===== src/rtl/interrupt_control_pkg.sv =====
// interrupt_control_pkg: shared state encodings, opcodes and IOT decode types
package interrupt_control_pkg;
  localparam logic [4:0] F0 = 5'd0;
  localparam logic [4:0] F1 = 5'd1;
  localparam logic [5:0] DEV_PROC = 6'o00;
  localparam logic [2:0] OP_IOT = 3'd6;
  localparam logic [2:0] OP_JMS = 3'd4;
  localparam logic [2:0] OP_JMP = 3'd5;
  typedef enum logic [2:0] {
    FN_SKON = 3'd0, FN_ION = 3'd1, FN_IOF = 3'd2, FN_SRQ = 3'd3,
    FN_GTF = 3'd4, FN_RTF = 3'd5, FN_SGT = 3'd6, FN_CAF = 3'd7
  } iot_fn_e;
  typedef struct packed {
    logic skon;
    logic ion;
    logic iof;
    logic srq;
    logic rtf;
    logic caf;
    logic cif;
  } iot_dec_t;
endpackage


===== src/rtl/interrupt_control_iot_decode.sv =====
// iot_decode: combinational decode of processor IOTs (600x) and CIF (62x2/3/6/7)
module iot_decode
  import interrupt_control_pkg::*;
(
  input  logic [0:11] instruction_i,
  output iot_dec_t    dec_o
);
  logic    is_iot;
  logic    proc;
  iot_fn_e fn;
  always_comb begin
    is_iot     = instruction_i[0:2] == OP_IOT;
    proc       = is_iot && instruction_i[3:8] == DEV_PROC;
    fn         = iot_fn_e'(instruction_i[9:11]);
    dec_o.skon = proc && fn == FN_SKON;
    dec_o.ion  = proc && fn == FN_ION;
    dec_o.iof  = proc && fn == FN_IOF;
    dec_o.srq  = proc && fn == FN_SRQ;
    dec_o.rtf  = proc && fn == FN_RTF;
    dec_o.caf  = proc && fn == FN_CAF;
    dec_o.cif  = is_iot && instruction_i[3:5] == 3'd2 && instruction_i[10];
  end
endmodule


===== src/rtl/interrupt_control.sv =====
// interrupt_control: ION/IOF/SKON/SRQ/RTF/CAF execution, ION delay, CIF inhibit and request sync
module interrupt_control
  import interrupt_control_pkg::*;
#(
  parameter int N_DEV = 8
) (
  input  logic             clk,
  input  logic             reset,
  input  logic [4:0]       state,
  input  logic [0:11]      instruction,
  input  logic             int_in_prog,
  input  logic [N_DEV-1:0] dev_req,
  output logic             int_ena,
  output logic             int_inh,
  output logic             int_req,
  output logic             skip,
  output logic             caf
);
  logic [4:0] prev_state_q;
  logic       int_ena_q, int_ena_d, int_inh_q, int_inh_d, int_req_q;
  logic       skip_q, skip_d, caf_q, caf_d;
  logic       ion_pend_q, ion_pend_d, armed_q, armed_d, jmp_seen_q, jmp_seen_d;
  logic       start, f1_entry;
  iot_dec_t   dec, stb;

  iot_decode u_dec (.instruction_i(instruction), .dec_o(dec));

  // Later assignments win, giving int_in_prog > CAF > IOF/SKON > ION/RTF > delayed enable.
  always_comb begin
    start      = state == F0 && prev_state_q != F0;
    f1_entry   = state == F1 && prev_state_q != F1;
    stb        = f1_entry ? dec : '0;
    int_ena_d  = int_ena_q;
    int_inh_d  = int_inh_q;
    ion_pend_d = ion_pend_q;
    armed_d    = armed_q;
    jmp_seen_d = state == F1 ? (instruction[0:2] == OP_JMS || instruction[0:2] == OP_JMP) : jmp_seen_q;
    if (start) begin
      armed_d    = ion_pend_q & ~armed_q;
      jmp_seen_d = 1'b0;
      int_inh_d  = jmp_seen_q ? 1'b0 : int_inh_q;
      if (armed_q && ion_pend_q) begin
        int_ena_d  = 1'b1;
        ion_pend_d = 1'b0;
      end
    end
    if (stb.ion || stb.rtf) ion_pend_d = 1'b1;
    if (stb.rtf || stb.cif) int_inh_d = 1'b1;
    if (stb.iof || stb.skon) {int_ena_d, ion_pend_d} = 2'b00;
    if (stb.caf) {int_ena_d, ion_pend_d, int_inh_d} = 3'b000;
    if (int_in_prog) {int_ena_d, ion_pend_d, armed_d} = 3'b000;
    skip_d = (stb.skon & int_ena_q) | (stb.srq & int_req_q);
    caf_d  = stb.caf;
  end

  always_ff @(posedge clk) begin
    if (reset) begin
      prev_state_q <= '0;
      int_ena_q    <= 1'b0;
      int_inh_q    <= 1'b0;
      int_req_q    <= 1'b0;
      skip_q       <= 1'b0;
      caf_q        <= 1'b0;
      ion_pend_q   <= 1'b0;
      armed_q      <= 1'b0;
      jmp_seen_q   <= 1'b0;
    end else begin
      prev_state_q <= state;
      int_ena_q    <= int_ena_d;
      int_inh_q    <= int_inh_d;
      int_req_q    <= |dev_req;
      skip_q       <= skip_d;
      caf_q        <= caf_d;
      ion_pend_q   <= ion_pend_d;
      armed_q      <= armed_d;
      jmp_seen_q   <= jmp_seen_d;
    end
  end

  assign int_ena = int_ena_q;
  assign int_inh = int_inh_q;
  assign int_req = int_req_q;
  assign skip    = skip_q;
  assign caf     = caf_q;
endmodule


===== config.mk =====
export PLATFORM = sky130hd
export DESIGN_NAME = interrupt_control
export DESIGN_NICKNAME = d
export VERILOG_FILES = /design/src/rtl/interrupt_control_pkg.sv /design/src/rtl/interrupt_control_iot_decode.sv /design/src/rtl/interrupt_control.sv
export SDC_FILE = /design/constraint.sdc
export NUM_CORES = 1
export LEC_CHECK = 0
export CAP_MARGIN = 15
export CORE_MARGIN = 5
export CORE_UTILIZATION = 34
export CTS_CLUSTER_SIZE = 24
export DETAILED_ROUTE_END_ITERATION = 6
export PLACE_DENSITY = 0.82
export SLEW_MARGIN = 10
export SYNTH_ARGS = -nofsm -noshare
export SYNTH_HDL_FRONTEND = slang
export SYNTH_HIERARCHICAL = 1
export SYNTH_SLANG_ARGS = --single-unit
export TNS_END_PERCENT = 30

===== constraint.sdc =====
create_clock -name clk -period 1.57 [get_ports clk]
set_input_delay 0.157 -clock clk [delete_from_list [all_inputs] [get_ports clk]]
set_output_delay 0.157 -clock clk [all_outputs]
set_load 0.01 [all_outputs]

==> results of run 1 <==
==> stage by stage <==
step	worst slack [ps]	util [%]	hold slack [ps]	instance area, µm²	setup TNS [ps]
final	-74.67	68.24	486.5	1191	-115.4
after detailed placement	-484.4	61.58	472.7	1075	-2476
after floorplan	24.00	-	285.2	630.6	0
after global routing	-93.63	68.24	527.1	1191	-290.4
after CTS	-7.467	66.38	485.8	1159	-7.467
after global placement	-433.6	61.58	458.3	1075	-2173
==> cell families after synthesis <==
logic type             after synthesis
AO/OA/AOI/OAI                       17
buffers and inverters                7
AND/OR/NAND/NOR                     35
flip-flops                          13
==> worst max-delay path: stages <==
cell,delay [ps]
clkdlybuf4s50_1,410
or4_4,630
nor4_4,200
nor3_1,90
o21ai_1,230
nor2_1,100
==> power groups by stage <==
stage	registers [µW]	logic [µW]	clock network [µW]
after floorplan	350	31.7	0
after global placement	350	134	0
after detailed placement	350	138	0
after CTS	343	146	209
after global routing	347	165	227
final	345	156	210
==> per-layer routing <==
metal	wire (µm)	vias up	GRT usage [%]
li1	-	376	-
met1	870	371	18.43
met2	1037	47	26.45
met3	144	15	4.789
met4	74	0	8.085
met5	0	-	0
==> cell usage in the layout, fill, tap and decap left out, drive strengths merged <==
master / synthesis / final
a211oi: 3 / 3
a21boi: 1 / 1
a21oi: 2 / 2
a221oi: 1 / 1
a22oi: 1 / 1
a31oi: 1 / 1
buf: 0 / 15
clkbuf: 3 / 3
clkdlybuf4s50: 0 / 31
clkinv: 0 / 1
dfxtp: 13 / 13
dlymetal6s2s: 0 / 1
inv: 4 / 4
nand2: 2 / 2
nand3: 2 / 2
nand3b: 2 / 2
nand4b: 1 / 1
nand4bb: 1 / 1
nor2: 3 / 3
nor2b: 4 / 4
nor3: 3 / 3
nor3b: 1 / 1
nor4: 10 / 10
o211ai: 2 / 2
o21ai: 6 / 6
or3: 1 / 1
or3b: 2 / 2
or4: 3 / 3
==> timing repair <==
| item | CTS | global route |
|---|---|---|
| resized for setup | 8 | 9 |
| buffers inserted | 1 | 0 |
| cloned | 0 | 0 |
| pin swaps | 7 | 6 |
| setup endpoints to repair | 5 | 5 |
==> sequential cells by signal (all words and copies together), names as in the netlist <==
register,cells
armed_q,1
caf,1
int_ena,1
int_inh,1
int_req,1
ion_pend_q,1
jmp_seen_q,1
prev_state_q,5
skip,1
==> cell type report <==
cell class	count	share of cell area [%]
clock buffers	3	1.891
multi-input cells	52	35.29
inverters	4	1.261
clock inverters	1	0.4202
repair buffers	47	36.55
flip-flops and latches	13	21.95
well taps	25	2.626
==> path summary, 6_finish.rpt <==
| path | start | slack, ps | endpoint |
|---|---|---|---|
| setup / recovery | instruction[7] | -70 | int_ena$_SDFFE_PP0P_ |
| hold / removal | armed_q$_SDFFE_PP0P_ | 490 | armed_q$_SDFFE_PP0P_ |
| setup reg to reg | prev_state_q[4]$_SDFF_PP0_ | 50 | int_inh$_SDFFE_PP0P_ |
| hold reg to reg | armed_q$_SDFFE_PP0P_ | 490 | armed_q$_SDFFE_PP0P_ |
==> key figures, run 1 <==
Run status
  – Outcome: finished with violations
  – Failing checks: setup timing

CTS
  – Clock tree from TritonCTS: built
  – Root buf cell: clkbuf_4
  – Number of sinks handled by clock tree synthesis: 13
  – Clock insertion delay at the later pin of the skew report: 290 ps
  – H-tree depth: 1
  – Clock buffer depth: 2
  – Num CTS Buffers: 3
  – Number of hold buffers added after CTS: 0
  – Clock transition at the registers of the reported paths: 80 ps

Timing
  – Period Utilization, post-route: 104.8%
  – Worst slew pin tran: 479.8 ps
  – Worst slew margin relative to its limit: roughly 68%
  – Final-report setup violation count: 2
  – Max-slew violation count: 0
  – Count of final hold-check violations: 0
  – Final worst clock skew: 2.496 ps
  – RSZ-0062 raised after global routing: yes
  – Min Tclk post-route: 1645 ps
  – Maximum operating frequency: 0.6080 GHz
  – Least setup slack across all paths after layout: -74.67 ps

Synth
  – Most frequent cell after synthesis: dfxtp_1
  – Net count of the mapped netlist: 100
  – Synthesized-area fraction occupied by xor and xnor cells: 0%
  – Async S/R FF share, synth: 0%
  – Post-synthesis adder-cell area fraction: 0%
  – Flip-flop and latch count after synthesis: 13
  – Area contributors post-synth: dfxtp_1, nor4_1, nor2b_1
  – Leading area contributor after synthesis: dfxtp_1
  – Area of the mapped netlist: 624.3 µm²
  – Count of flip-flops with a built-in enable after synthesis: 0
  – Total of warnings raised by yosys: 6
  – Synthesized netlist cell count: 72
  – Complex-gate fraction of the synthesized area: between 10% and 20%
  – Fraction of post-synthesis cell area in the top cell type by area: between 40% and 50%
  – Mux contribution to synthesized area: 0%
  – Synthesized area per cell: 8.672 µm²
  – Count of different cell masters after synthesis: 28
  – Main combinational cell family by area after synthesis: simple AND/OR/NAND/NOR gates
  – Primary FF master, synth: dfxtp_1
  – Share of synthesized area occupied by flip-flops and latches: 41.68%
  – Area share of and/or/nand/nor cells after synthesis: 35.87%
  – Most instantiated cells after synthesis: dfxtp_1, nor4_1, o21ai_0, inv_1, nor2b_1

GRT
  – Largest net degree at the start of global routing: 9
  – First-pass GRT wire length: 3305 µm
  – Via count of the first global-routing pass: slightly below 800
  – Remaining global-route overflow: 0
  – GRT Util Overall: 15.98%
  – Antenna violations before repair: 0

Job
  – Max cap viols: 0

Min path
  – Depth of the worst hold-timing path: 2
  – Worst hold-check path type: reg -> reg

Critical path
  – Highest net fanout along the worst path: 6
  – Sort of element at the start of the critical path: input pin
  – Category of the worst setup path capture point: flop
  – Worst-case reg-to-reg path depth: 4
  – Endpoint required time on the critical path: 1740 ps
  – Worst endpoint data arrival time: 1810 ps
  – Crit Path Class: in -> reg

Cells and area
  – Combined area of the multi-input logic cells: 420.4 µm²
  – Final std cells w/o fill: 145
  – Fill count: 130
  – Antenna diode instance count: 0
  – Final net count: 149
  – Area overhead of the layout relative to synthesis: 90.78%
  – Sequential cell area: around 260 µm²
  – Proportion of layout cells with a drive suffix above 1: 27.50%

Power and ir drop
  – Net switching power: 180.3 µW
  – Leakage power: around 0.00041 µW
  – Largest voltage drop on the vdd net: 0.0004524 V
  – Internal power component: 530.5 µW
  – Sw Ratio: around 25%
  – Combinational cell fraction of total power: 21.9%
  – Total power density per cell area: 596.7 mW/mm²
  – Fraction of power consumed by sequential logic: 48.5%
  – Overall power after layout: 710.8 µW
  – Clock power share: 29.6%

Place
  – Placed cell count: 140
  – Final weighted congestion in routability-driven placement: 0.7712
  – Input/output buffers: 32
  – Placed wire-length estimate after detailed placement: 1537 µm

Floorplanning
  – Core region area: between 0.0015 and 0.002 mm²
  – Initial Utilization: 35.77%
  – I/O Pins: 33
  – Site Rows: 15
  – Die area: between 0.002 and 0.003 mm²
  – Horizontal die dimension: 52.85 µm
  – Chip Height: 52.85 µm

Routing
  – Number of DRC violations after detailed routing: 0
  – Antenna Nets Post-Route: 0
  – Via-to-Cell Ratio: ~5.6
  – Count of TritonRoute iterations in the first routing pass: 4
  – Total number of vias: 809
  – WL per Instance: 14.66 µm
  – Drt initial violations: 34
  – WL final: between 2000 and 2500 µm
Note: power is estimated with default switching activity, not from simulation.
==> inputs of run 2 (changes only) <==
Settings changed: CORE_MARGIN 5 to 3.
==> run 2 against run 1 <==
The run now ends clean. Clock skew decreased by 1.1 ps. Combinational power increased by 4%. Clock power decreased by 2%. Global-route usage increased by 0.21 points. Register-to-register slack got worse by 40 ps. Wire length increased by 2.8%. Flip-flop and latch count unchanged. Utilization increased by 10 points. Largest cell class unchanged.
==> key figures, run 2 (same netlist as run 1, synthesis figures left out) <==
Critical path
  – Slack of the worst reg-to-reg path: 7 ps
  – Endpoint required time on the critical path: 1780 ps
  – Sequence of cells on the critical path: or4_4 -> o211ai_1 -> buf_4 -> o21ai_0 -> a21oi_1
  – Highest net fanout along the worst path: 2
  – Worst endpoint data arrival time: 1770 ps
  – Slowest cell on the critical path: or4_4
  – Delay of the slowest critical-path stage: 550 ps
  – Sort of element at the start of the critical path: flop
  – Crit Path Class: reg -> reg
  – Category of the worst setup path capture point: flop

Cells and area
  – Leading cell types in the layout, fill and taps excluded: clkdlybuf4s50_1, buf_4, dfxtp_1
  – Max reg flops: 5
  – Final instance area: approximately 0.0013 mm²
  – Most common cell after layout, fill and taps aside: clkdlybuf4s50_1
  – Proportion of layout cells with a drive suffix above 1: 33.06%
  – Fill count: ~110
  – Area overhead of the layout relative to synthesis: 103.2%
  – Largest register by flop count: prev_state_q
  – Final net count: 153
  – Antenna diode instance count: 0

CTS
  – Clock insertion delay at the later pin of the skew report: 280 ps
  – Clock buffer depth: 2
  – Clock tree from TritonCTS: built
  – Number of hold buffers added after CTS: 0
  – Number of sinks handled by clock tree synthesis: 13
  – Clock transition at the registers of the reported paths: 70 ps
  – H-tree depth: 1
  – Num CTS Buffers: 3
  – Root buf cell: clkbuf_4

Power and ir drop
  – Overall power after layout: 712.4 µW
  – Sw Ratio: 24.70%
  – Combinational cell fraction of total power: 22.7%
  – Largest voltage drop on the vdd net: about 0.00048 V
  – Total power density per cell area: around 560 mW/mm²
  – Internal power component: about 540 µW
  – Leakage power: 0.0004650 µW
  – Fraction of power consumed by sequential logic: 48.4%
  – Net switching power: 175.9 µW
  – Clock power share: 28.9%

Floorplanning
  – Die area: 0.002386 mm²
  – Horizontal die dimension: approximately 49 µm
  – Initial Utilization: 38.74%
  – I/O Pins: 33
  – Core region area: 0.001612 mm²
  – Chip Height: 48.85 µm
  – Site Rows: 14

Timing
  – Final worst clock skew: 1.387 ps
  – Min Tclk post-route: 1563 ps
  – Maximum operating frequency: 0.6397 GHz
  – Count of final hold-check violations: 0
  – Least setup slack across all paths after layout: 6.871 ps
  – Worst slew pin tran: 507.7 ps
  – Final-report setup violation count: 0
  – Period Utilization, post-route: between 90% and 100%
  – Max-slew violation count: 0
  – Final worst hold slack: between 300 and 400 ps
  – Worst slew margin relative to its limit: roughly two thirds
  – RSZ-0062 raised after global routing: yes

Routing
  – WL final: 2185 µm
  – Via-to-Cell Ratio: 5.439
  – Count of TritonRoute iterations in the first routing pass: 4
  – Drt initial violations: 6
  – Antenna Nets Post-Route: 0
  – Total number of vias: 805
  – WL per Instance: 14.76 µm
  – Number of DRC violations after detailed routing: 0

GRT
  – Antenna violations before repair: 0
  – Remaining global-route overflow: 0
  – First-pass GRT wire length: 3070 µm
  – Via count of the first global-routing pass: 719
  – Largest net degree at the start of global routing: 9
  – GRT Util Overall: 16.20%

Job
  – Max cap viols: 0

Place
  – Worst slack at placement: -503.7 ps
  – Input/output buffers: 32
  – Standard cell area after detailed placement: 0.001074 mm²
  – Final weighted congestion in routability-driven placement: 0.8010
  – Placed wire-length estimate after detailed placement: 1547 µm

Run status
  – Outcome: completed

Min path
  – Worst hold-check path type: in -> reg
run 2: cell types whose count changed in the layout (fill, tap and decap cells not counted), sizes merged:
cell           delta
clkbuf            +1
buf               +4
clkinv            -1
clkdlybuf4s50     -3
dlymetal6s2s      +3
run 2: worst paths after layout:
kind,cells past startpoint,end,start
setup / recovery,5,ion_pend_q$_SDFFE_PP0P_,prev_state_q[4]$_SDFF_PP0_
hold / removal,5,int_inh$_SDFFE_PP0P_,instruction[4]
setup reg to reg,5,ion_pend_q$_SDFFE_PP0P_,prev_state_q[4]$_SDFF_PP0_
hold reg to reg,2,armed_q$_SDFFE_PP0P_,armed_q$_SDFFE_PP0P_
run 2: layout make-up:
class,count,area (µm²),area share (%)
Timing Repair Buffer,51,476.7,37.57
Multi-Input combinational cell,52,460.4,36.29
Sequential cell,13,260.3,20.51
Tap cell,24,30.03,2.367
Clock buffer,4,26.28,2.071
Inverter,4,15.01,1.183
run 2: worst max-delay path: cells and delay by family (launching register included):
family	cells	cell delay, ps
compound gates	3	450
flops	1	330
simple gates	1	550
buf+inv	1	160
run 2: repair_timing:
action                                  CTS  global route
gates resized for setup                   8            19
pin swaps                                 7            10
buffers inserted                          1             4
cloned                                    0             0
endpoints found under the setup margin    5             5
run 2: metal layers:
metal / GRT usage (%) / wire length [µm] / share of wire, %
met2: 29.86 / 1134 / 52
met3: 3.670 / 80 / 3.7
met5: 0 / 0 / 0
met1: 18.91 / 933 / 43
met4: 3.318 / 36 / 1.6
run 2: through the flow:
step / instances / utilization (%) / TNS (ps)
floorplan: 72 / - / 0
global placement: 139 / 66.61 / -2163
detailed placement: 139 / 66.61 / -2589
CTS: 144 / 71.74 / 0
global route: 148 / 78.73 / -144.9
finish: 148 / 78.73 / 0
run 2: power by group through the flow:
stage	clock (µW)	sequential [µW]	combinational, µW
final	206	345	162
after global routing	229	346	171
after CTS	214	342	146
after detailed placement	0	350	138
after global placement	0	350	135
after floorplan	0	350	31.7
==> inputs of run 3 (changes only) <==
Settings changed: REMOVE_ABC_BUFFERS set to 1, SLEW_MARGIN 10 to unset.
==> run 3 against run 2 <==
The flow now finishes with violations (setup timing). Critical endpoint unchanged. Critical path type is now in -> reg. Non-clock buffer count stayed put. Via count fell by 0.50%. Largest power group unchanged. Clock power about the same. Final cell count unchanged. Sequential power about the same. Critical path depth unchanged.
==> key figures, run 3 (same netlist as run 1, synthesis figures left out) <==
Run status
  – Outcome: finished with violations
  – Failing checks: setup timing

GRT
  – First-pass GRT wire length: around 3300 µm
  – Largest net degree at the start of global routing: 8
  – Antenna violations before repair: 0
  – GRT Util Overall: 17.48%
  – Via count of the first global-routing pass: 764
  – Remaining global-route overflow: 0

Cells and area
  – Most common cell after layout, fill and taps aside: clkdlybuf4s50_1
  – Largest register by flop count: prev_state_q
  – Final instance area: 0.001252 mm²
  – Antenna diode instance count: 0
  – Final core utilization: 77.72%
  – Proportion of layout cells with a drive suffix above 1: 31.45%
  – Leading cell types in the layout, fill and taps excluded: clkdlybuf4s50_1, buf_4, dfxtp_1
  – Area overhead of the layout relative to synthesis: 100.6%
  – Final std cells w/o fill: 148
  – Final net count: ~150
  – Max reg flops: 5

Floorplanning
  – Die area: 0.002386 mm²
  – I/O Pins: 33
  – Core region area: 0.001612 mm²
  – Chip Height: around 49 µm
  – Initial Utilization: 38.74%
  – Horizontal die dimension: 48.85 µm
  – Site Rows: 14

Timing
  – RSZ-0062 raised after global routing: yes
  – Worst slew pin tran: 486.4 ps
  – Final worst hold slack: 478.2 ps
  – Count of final hold-check violations: 0
  – Worst slew margin relative to its limit: 67.48%
  – Final-report setup violation count: 2
  – Least setup slack across all paths after layout: -44.93 ps
  – Final worst clock skew: 7.150 ps
  – Min Tclk post-route: 1615 ps
  – Maximum operating frequency: 0.6192 GHz
  – Max-slew violation count: 0
  – Period Utilization, post-route: 102.9%

Critical path
  – Worst endpoint data arrival time: 1820 ps
  – CP Capture Point: ion_pend_q$_SDFFE_PP0P_
  – CP Launch Point: instruction[7]
  – Highest net fanout along the worst path: 6
  – Slack of the worst reg-to-reg path: -20 ps
  – Top delay family on crit path: simple AND/OR/NAND/NOR gates
  – Category of the worst setup path capture point: flop
  – Crit Path Class: in -> reg
  – Sort of element at the start of the critical path: input pin
  – Sequence of cells on the critical path: clkdlybuf4s50_1 -> or4_4 -> nor4_1 -> o21ai_0 -> a21oi_1
  – Startpoint of the worst-slack reg-to-reg timing path: prev_state_q[3]$_SDFF_PP0_
  – Endpoint required time on the critical path: 1780 ps
  – Delay of the slowest critical-path stage: around 580 ps
  – Capture instance of the worst register-to-register path: armed_q$_SDFFE_PP0P_
  – Crit. path cell count: 5
  – Slowest cell on the critical path: or4_4
  – Worst Path Buf+Inv: 1
  – Worst-case reg-to-reg path depth: 6

Routing
  – Total number of vias: 801
  – WL per Instance: 15.05 µm
  – Count of TritonRoute iterations in the first routing pass: 4
  – Via-to-Cell Ratio: around 5.4
  – Number of DRC violations after detailed routing: 0
  – WL final: 2228 µm
  – Antenna Nets Post-Route: 0
  – Drt initial violations: 20

Power and ir drop
  – Largest voltage drop on the vdd net: 0.0003672 V
  – Leakage power: 0.0004658 µW
  – Total power density per cell area: between 500 and 600 mW/mm²
  – Internal power component: between 500 and 600 µW
  – Fraction of power consumed by sequential logic: 48.1%
  – Sw Ratio: 25.05%
  – Combinational cell fraction of total power: a little under a quarter
  – Net switching power: 179.9 µW
  – Overall power after layout: roughly 700 µW
  – Clock power share: 29.1%

CTS
  – Clock transition at the registers of the reported paths: 70 ps
  – H-tree depth: 1
  – Clock insertion delay at the later pin of the skew report: 280 ps
  – Clock tree from TritonCTS: built
  – Clock buffer depth: 2
  – Root buf cell: clkbuf_4
  – Number of sinks handled by clock tree synthesis: 13
  – Num CTS Buffers: 3
  – Number of hold buffers added after CTS: 0

Place
  – Standard cell area after detailed placement: 0.001097 mm²
  – Input/output buffers: 32
  – Final weighted congestion in routability-driven placement: 0.8275
  – Placed wire-length estimate after detailed placement: 1562 µm
  – Placed cell count: between 100 and 150

Min path
  – Worst hold-check path type: reg -> reg

Job
  – Max cap viols: 0
run 3: metrics by stage:
stage | setup WS (ps) | TNS (ps)
final | -44.93 | -68.22
after global routing | -67.99 | -201.9
after CTS | -5.402 | -5.402
after detailed placement | -505.1 | -2553
after global placement | -429.0 | -2160
after floorplan | -12.67 | -16.01
run 3: repair_timing:
item | in CTS | in global routing
setup endpoints to repair | 5 | 6
buffers inserted | 1 | 0
pin swaps | 3 | 9
gates resized for setup | 9 | 17
hold endpoints to repair | 0 | 0
run 3: area by class of cell:
cell class	count	area, µm²
timing repair buffer	51	476.7
tap	24	30.03
multi-input combinational	52	441.7
inverter	4	15.01
sequential	13	262.8
clock buffer	4	26.28
fill	106	359.1
run 3: worst min-delay path, stage by stage, from the launching register on:
cell      delay (ps)
dfxtp_1          330
nand2_1           60
a21boi_1          50
run 3: routing by layer:
| layer | vias to the layer above | global-route usage, % | routed length (µm) |
|---|---|---|---|
| met5 | - | 0 | 0 |
| met4 | 0 | 6.161 | 22 |
| met3 | 2 | 4.893 | 131 |
| met2 | 27 | 28.96 | 1096 |
| met1 | 387 | 21.54 | 977 |
| li1 | 385 | - | - |
run 3: worst min path at each step:
stage	startpoint	endpoint	cells after the start
floorplan	reset	prev_state_q[0]$_SDFF_PP0_	1
global placement	armed_q$_SDFFE_PP0P_	armed_q$_SDFFE_PP0P_	2
detailed placement	armed_q$_SDFFE_PP0P_	armed_q$_SDFFE_PP0P_	2
CTS	armed_q$_SDFFE_PP0P_	armed_q$_SDFFE_PP0P_	2
global route	armed_q$_SDFFE_PP0P_	armed_q$_SDFFE_PP0P_	2
finish	armed_q$_SDFFE_PP0P_	armed_q$_SDFFE_PP0P_	2
run 3: power groups by stage:
stage	sequential [µW]	combinational [µW]	clock, µW
after floorplan	350	27.5	0
after global placement	350	138	0
after detailed placement	350	143	0
after CTS	343	152	208
after global routing	346	174	229
final	345	164	209
